File: config.mk
export PLATFORM = sky130hd
export DESIGN_NAME = rv32i_mem_wb_flat
export DESIGN_NICKNAME = d
export VERILOG_FILES = /design/src/rtl/rv32i_pkg.sv /design/src/rtl/rv32i_mem_wb_if.sv /design/src/rtl/rv32i_dmem.sv /design/src/rtl/rv32i_mem_wb.sv /design/src/flat_wrapper.sv
export SDC_FILE = /design/constraint.sdc
export NUM_CORES = 2
export LEC_CHECK = 0
export ABC_AREA = 1
export CORE_UTILIZATION = 30
export CTS_CLUSTER_SIZE = 8
export DETAILED_ROUTE_END_ITERATION = 8
export DONT_BUFFER_PORTS = 1
export SLEW_MARGIN = 30
export SYNTH_ARGS = -nofsm -noshare
export SYNTH_HDL_FRONTEND = slang
export SYNTH_SLANG_ARGS = --single-unit
File: constraint.sdc
create_clock -name clk -period 1.91 [get_ports clk]
set_input_delay 0.382 -clock clk [delete_from_list [all_inputs] [get_ports clk]]
set_output_delay 0.382 -clock clk [all_outputs]
set_load 0.01 [all_outputs]
File: src/rtl/rv32i_pkg.sv
// rv32i shared pipeline types.
// Holds the datapath width and the MW pipeline register bundle.
package rv32i_pkg;

  localparam int DPW = 32;
  localparam int RFW = 5;

  typedef struct packed {
    logic           valid;
    logic           regwrite;
    logic           resultsrc;
    logic [DPW-1:0] aluresult;
    logic [RFW-1:0] rd;
  } mw_t;

endpackage

File: src/rtl/rv32i_mem_wb_if.sv
// M-stage bundle into mem/wb and the register-file write port out.
// The master drives M; the slave (mem/wb) drives W.
interface rv32i_mem_wb_if #(
  parameter int ADW = 5
);
  import rv32i_pkg::*;

  logic           validM;
  logic           regwriteM;
  logic           resultsrcM;
  logic           memwriteM;
  logic [DPW-1:0] aluresultM;
  logic [DPW-1:0] Rd2M;
  logic [ADW-1:0] RdM;
  logic [ADW-1:0] addr_3;
  logic [DPW-1:0] wd_3;
  logic           we;
  logic           regwriteW;

  modport master (
    output validM, regwriteM, resultsrcM,
    output memwriteM, aluresultM, Rd2M, RdM,
    input  addr_3, wd_3, we, regwriteW
  );

  modport slave (
    input  validM, regwriteM, resultsrcM,
    input  memwriteM, aluresultM, Rd2M, RdM,
    output addr_3, wd_3, we, regwriteW
  );

endinterface

File: src/rtl/rv32i_dmem.sv
// Synchronous single-port word RAM.
// Read data is registered; contents are never reset.
module rv32i_dmem
  import rv32i_pkg::*;
#(
  parameter int DEPTH = 64,
  parameter int AW    = $clog2(DEPTH)
) (
  input  logic           clk,
  input  logic           wen,
  input  logic [AW-1:0]  addr,
  input  logic [DPW-1:0] wdata,
  output logic [DPW-1:0] rdata
);

  logic [DPW-1:0] mem [DEPTH];

  always_ff @(posedge clk) begin
    if (wen) mem[addr] <= wdata;
    rdata <= mem[addr];
  end

endmodule

File: src/rtl/rv32i_mem_wb.sv
// rv32i memory + write-back stages.
// Word load/store, MW register, result mux and sticky fault flag.
module rv32i_mem_wb
  import rv32i_pkg::*;
#(
  parameter int ADW   = 5,
  parameter int DEPTH = 64
) (
  input  logic             clk,
  input  logic             arst_n,
  rv32i_mem_wb_if.slave    m,
  input  logic             err_clr,
  output logic             err
);

  localparam int AW = $clog2(DEPTH);
  localparam logic [DPW-1:0] LIM = DPW'(4 * DEPTH);

  logic           access;
  logic           misal;
  logic           oor;
  logic           fault;
  logic           memWe;
  logic [AW-1:0]  idx;
  logic [DPW-1:0] rdata;
  logic [DPW-1:0] resultW;
  logic           faultW;
  mw_t            mw;
  mw_t            mwNext;

  always_comb begin
    access = m.validM & (m.resultsrcM | m.memwriteM);
    misal  = |m.aluresultM[1:0];
    oor    = m.aluresultM >= LIM;
    fault  = access & (misal | oor);
    // reset gate drops a store caught by an asserting reset
    memWe  = arst_n & m.validM & m.memwriteM & ~fault;
    idx    = m.aluresultM[AW+1:2];
  end

  always_comb begin
    mwNext           = '0;
    mwNext.valid     = m.validM;
    mwNext.regwrite  = m.regwriteM;
    mwNext.resultsrc = m.resultsrcM;
    mwNext.aluresult = m.aluresultM;
    mwNext.rd        = RFW'(m.RdM);
  end

  rv32i_dmem #(
    .DEPTH (DEPTH)
  ) u_dmem (
    .clk   (clk),
    .wen   (memWe),
    .addr  (idx),
    .wdata (m.Rd2M),
    .rdata (rdata)
  );

  always_ff @(posedge clk or negedge arst_n) begin
    if (!arst_n) begin
      mw     <= '0;
      faultW <= 1'b0;
    end else begin
      mw     <= mwNext;
      faultW <= fault;
    end
  end

  always_ff @(posedge clk or negedge arst_n) begin
    if (!arst_n)      err <= 1'b0;
    else if (fault)   err <= 1'b1;
    else if (err_clr) err <= 1'b0;
  end

  assign resultW     = mw.resultsrc ? (faultW ? '0 : rdata)
                                    : mw.aluresult;
  assign m.wd_3      = resultW;
  assign m.addr_3    = ADW'(mw.rd);
  assign m.we        = mw.valid & mw.regwrite & (mw.rd != '0);
  assign m.regwriteW = mw.valid & mw.regwrite;

endmodule
File: src/flat_wrapper.sv
// flat-port wrapper written by rule: the top's interface ports become plain ports
module rv32i_mem_wb_flat import rv32i_pkg::*;
#(
  parameter int ADW   = 5,
  parameter int DEPTH = 64
)
  (clk, arst_n, err_clr, err, m_validM, m_regwriteM, m_resultsrcM, m_memwriteM, m_aluresultM, m_Rd2M, m_RdM, m_addr_3, m_wd_3, m_we, m_regwriteW);
  rv32i_mem_wb_if #(.ADW(ADW)) m_i ();
  input  logic clk;
  input  logic arst_n;
  input  logic err_clr;
  output logic err;
  input wire logic [$bits(m_i.validM)-1:0] m_validM;
  input wire logic [$bits(m_i.regwriteM)-1:0] m_regwriteM;
  input wire logic [$bits(m_i.resultsrcM)-1:0] m_resultsrcM;
  input wire logic [$bits(m_i.memwriteM)-1:0] m_memwriteM;
  input wire logic [$bits(m_i.aluresultM)-1:0] m_aluresultM;
  input wire logic [$bits(m_i.Rd2M)-1:0] m_Rd2M;
  input wire logic [$bits(m_i.RdM)-1:0] m_RdM;
  output wire logic [$bits(m_i.addr_3)-1:0] m_addr_3;
  output wire logic [$bits(m_i.wd_3)-1:0] m_wd_3;
  output wire logic [$bits(m_i.we)-1:0] m_we;
  output wire logic [$bits(m_i.regwriteW)-1:0] m_regwriteW;
  assign m_i.validM = m_validM;
  assign m_i.regwriteM = m_regwriteM;
  assign m_i.resultsrcM = m_resultsrcM;
  assign m_i.memwriteM = m_memwriteM;
  assign m_i.aluresultM = m_aluresultM;
  assign m_i.Rd2M = m_Rd2M;
  assign m_i.RdM = m_RdM;
  assign m_addr_3 = m_i.addr_3;
  assign m_wd_3 = m_i.wd_3;
  assign m_we = m_i.we;
  assign m_regwriteW = m_i.regwriteW;
  rv32i_mem_wb #(.ADW(ADW), .DEPTH(DEPTH)) u_core (.clk(clk), .arst_n(arst_n), .m(m_i), .err_clr(err_clr), .err(err));
endmodule
# Word level (Yosys, flattened, before mapping)
# Memory sizes are Yosys's and may differ from the RTL's. A register that Yosys moved wholly into a read port is not among the register bits.
# Index checks and enable logic that the tools add are counted.
[op_classes]
n_bitwise = 10
mux = 6
magnitude_cmp = 1
reduce_logical = 3
[op_table]
columns = ["operator", "count"]
rows = [
  ["32-bit two-way mux", 2],
  ["32-bit by 9-bit greater-or-equal comparator with 1-bit output (second input constant)", 1],
  ["1-bit bitwise AND", 7],
  ["5-bit nonzero test", 1],
  ["1-bit two-way mux", 4],
  ["1-bit bitwise OR", 2],
  ["2-bit nonzero test", 1],
  ["2-bit OR reduction", 1],
  ["1-bit NOT", 1],
]
[word_totals]
regBits = 42
mem_count = 1
input_bits = 76
mem_bits_rw = 2048
word_cells = 28
out_inout_bits = 40
[memory_table]
columns = ["name", "depth", "word_bits", "read_ports", "rd_clocked_by_memory_dff", "write_ports", "line_no", "source"]
rows = [
  ["u_core.u_dmem.mem", 64, 32, 1, 1, 1, "rv32i_dmem.sv:16", "logic [DPW-1:0] mem [DEPTH];"],
]

# Depth between registers and ports, before layout
[depth]
ltp_word = 7
depth_mapped = 13
ltp_nobuf = 11

# Modules after synthesis
# From an unflattened synthesis, not the netlist that was laid out.
[unflattened]
hier_cells = 8630
area_unflattened_um2 = 88254.6
[by_module_without_submodules]
columns = ["module", "area_per_inst_um2", "n_inst", "cells_per_inst", "seq_area_each_um2"]
rows = [
  ["rv32i_dmem", 86503.0, 1, 8440, 62139.6],
  ["rv32i_mem_wb", 1751.7, 1, 190, 1051.0],
]

# Worst setup path after synthesis
# Ideal clock, no wire load.
[synth_path]
path_kind = "input-to-reg"
startpoint = "input port m_aluresultM[3]"
endpoint = "memory u_core.u_dmem.mem[0][0], enable pin"
t_required_ns = 1.489
path_stages = 8
arrival_time_ns = 2.763
path_slack_ns = -1.274
cell_sequence = "buf_4 > nor2_8 > buf_4 > buf_2 > inv_1 > nor2_1 > nand3_1 > nor2_1"
[synth_via]
elab_chain_len = 7
[synth_rtl]
columns = ["element", "line_no", "source"]
rows = [
  ["from (decl)", "flat_wrapper.sv:17", "input wire logic [$bits(m_i.aluresultM)-1:0] m_aluresultM;"],
  ["32-bit by 9-bit greater-or-equal comparator with 1-bit output", "rv32i_mem_wb.sv:34", "oor = m.aluresultM >= LIM;"],
  ["1-bit bitwise OR", "rv32i_mem_wb.sv:35", "fault = access & (misal | oor);"],
  ["1-bit bitwise AND", "rv32i_mem_wb.sv:35", ""],
  ["1-bit NOT", "rv32i_mem_wb.sv:37", "memWe = arst_n & m.validM & m.memwriteM & ~fault;"],
  ["1-bit bitwise AND", "rv32i_mem_wb.sv:37", ""],
  ["1-bit two-way mux", "rv32i_dmem.sv:19", "if (wen) mem[addr] <= wdata;"],
  ["1-bit two-way mux (not written as such)", "rv32i_dmem.sv:19", ""],
  ["to (decl)", "rv32i_dmem.sv:16", ""],
]
# Parallel ways exist; a longest one is shown, timed or not.

# Worst setup path in the final report
[layout_path]
startpoint = "register u_core.faultW"
endpoint = "output port m_wd_3[11]"
[layout_via]
elab_chain_len = 2
[layout_rtl]
columns = ["element", "line_no", "source"]
rows = [
  ["from (decl)", "rv32i_mem_wb.sv:27", "logic faultW;"],
  ["from (signal assigned)", "rv32i_mem_wb.sv:66", "faultW <= fault;"],
  ["32-bit two-way mux (2 in series)", "rv32i_mem_wb.sv:76", "assign resultW = mw.resultsrc ? (faultW ? '0 : rdata)"],
  ["to (decl)", "flat_wrapper.sv:21", "output wire logic [$bits(m_i.wd_3)-1:0] m_wd_3;"],
]
# Every way passes these cells.

==> metrics.txt <==
status=complete, but fails checks; violated checks=max-slew violations, negative setup slack; global-route congestion overflow total=0; CP startpoint kind=flip-flop; Seq pwr share=47.5%; final period utilization=134%; setup TNS=-186.62 ns; CP Max Fanout=8; Worst EP arrival=2.18 ns; Worst Hold Class=in2reg; routed len/inst=24.9 um; initial core utilization=30.3%; NetSw=24.3 mW; drt drc=0; I/O Buffers=0; Core Area=283000 um^2; final setup violating endpoints=871; first-pass GRT wire length=402 mm; Reg clk slew, reported paths=0.05 ns; die area=288000 um^2; worst path required time=1.53 ns; Cell Area, Synth=85700 um^2; cell accounting for the most synthesized area=edfxtp_1; Synth cell types=27; cell row count=195; Worst Hold Margin=0.00119 ns; initial antenna violation count=12; Fin. Hold Viols=0; CTS Sinks=2122; post-placement cell count=11200; vias in the first global route=57700; total track usage=18.9%; max cap viols=0; sequential area share after synthesis=73.8%; Leakage=40.8 nW; PD cells=1010 nW/um^2; commonest non-fill, non-tap cell in the layout=nand2_1; final std cells w/o fill=11900; final setup margin=-0.657 ns; Layout Nets=8055; die height=536 um; Max Slew Vio Count=21; vias after detailed routing=60800; number of top-level pins=116; Net Sw Frac=22.4%; Avg Cell Area, Syn=11.6 um^2; H-tree depth=5; CTS tree=built; Yosys reg bits=2122; Final ANT Viol Nets=0; Power Internal=84.2 mW; dpl hpwl=160 mm; WS Path Type=reg2out; Synth Instances=7390; clock group share of total power=45.9%; pre-CTS WS=-1.21 ns; most frequent cells in the layout=nand2_1 (2113), edfxtp_1 (2048), nor2_1 (1038); WL final=295 mm; clk buf depth=4; Initial DRC Count=7385; share of layout cells above drive strength 1=14.1%; Synth area leaders=edfxtp_1 (72%), nand2_1 (9.3%), nor2_1 (4.9%); RSZ-0062 raised after global routing=yes; Area growth, synth to finish=25.8%; Least-Margin Pin Slew=1.52 ns; worst rel slew slack=-1.01%; RD Place Congestion=0.856; clk_skew=0.0593 ns; Net Count, Synth=7466; Gate power share=6.6%; Max VDD drop=0.808 mV; Power Total=109 mW; Peak Freq=390 MHz; largest net degree at the start of global routing=959; CTS Buf Count=316; Root Buffer=clkbuf_16; Final min period=2.57 ns; Vias/cell=5.13; Die X=536 um; Yosys top cell area share=71.8%; first-pass iteration count of the detailed router=6; clk_lat worst skew=0.93 ns; Yosys warning count=0; crit end category=output port
cell families (layout without fill, tap and decap cells):
family	Yosys count	count (layout)	synth area share [%]
and+or+nand+nor	4407	4407	21.7
DFF	2122	2122	73.8
buffers and inverters	665	1387	3.40
AOI/OAI and AO/OA	196	196	1.16
other	0	12	0
metal layers:
layer / up-vias / routed length [um] / part of all wire (%) / global-route usage (%)
met5: - / 229 / 0.078 / 0
met4: 2 / 13500 / 4.6 / 8.07
met3: 508 / 26900 / 9.1 / 2.91
met2: 3284 / 140000 / 48 / 31.3
met1: 30200 / 114000 / 39 / 24.7
li1: 26900 / - / - / -
path summary, 6_finish.rpt:
| path | from | to | slack, ns | depth (start not counted) |
|---|---|---|---|---|
| hold / removal | m_aluresultM[2] | u_core.u_dmem.rdata[2] | 0.001 | 8 |
| hold reg to reg | u_core.err | u_core.err | 0.61 | 2 |
| min in group asynchronous | arst_n | u_core.mw[9] | 0.50 | 3 |
| max in group asynchronous | arst_n | u_core.m.addr_3[3] | 0.94 | 4 |
| setup reg to reg | u_core.u_dmem.mem[62][14] | u_core.u_dmem.rdata[14] | 0.14 | 8 |
| setup / recovery | u_core.faultW | m_wd_3[11] | -0.66 | 6 |
critical path: stages, from the launching register on:
cell      delay, ns
dfrtp_1        0.38
clkinv_4       0.17
buf_12         0.23
nand3_4        0.07
buf_8          0.17
o21ai_2        0.08
buf_4          0.15
state kept, by name (all words and copies together) (netlist names):
register / flops
u_core.u_dmem.mem: 2048
u_core.mw: 35
u_core.u_dmem.rdata: 32
u_core.m.addr_3: 5
u_core.err: 1
u_core.faultW: 1
cell type report:
cell class                      instances  area [um^2]
Antenna cell                           12         30.0
Clock buffer                          444         8520
Clock inverter                          7          108
Fill cell                           26500       175000
Inverter                              209          832
Multi-Input combinational cell       4603        20600
Sequential cell                      2122        63200
Tap cell                             3743         4680
Timing Repair Buffer                  727         9730
cell usage after synthesis:
cell,instances
inv_1,203
dfxtp_1,32
nand3_1,756
o21ai_1,4
nor2_2,2
nor2_1,1123
o211ai_1,3
buf_4,16
nor2_8,1
dfrtp_1,42
nand4_1,386
o41ai_1,1
nor2_4,2
inv_2,5
o21ai_0,188
or2_2,5
nor3_2,7
inv_4,1
nand2_1,2120
buf_6,3
and3_1,1
nor3_1,1
edfxtp_1,2048
buf_1,47
clkbuf_1,122
or2_1,3
buf_2,268
stage by stage:
step | util (%) | instance area, um^2
finish | 38.1 | 108000
global route | 38.1 | 108000
CTS | 37.5 | 106000
detailed placement | 33.7 | 95500
global placement | 33.7 | 95500
floorplan | - | 86300
timing repair:
| action | CTS | global route |
|---|---|---|
| hold buffers | 131 | 0 |
| gates cloned | 1 | 30 |
| gates resized for setup | 38 | 108 |
| pin swaps | 1 | 4 |
| endpoints found under the hold margin | 2139 | 0 |
| setup buffers | 3 | 15 |
| endpoints found under the setup margin | 42 | 1912 |
power by group through the flow:
stage	clock, mW	sequential [mW]	combinational, mW
4_1_cts	50.3	51.5	6.03
2_1_floorplan	0	52.3	2.88
3_5_place_dp	0	52.4	4.64
5_1_grt	52.1	51.5	7.55
6_report	49.8	51.5	7.16
3_3_place_gp	0	52.4	4.63
Power figures use the tool's default switching activity.
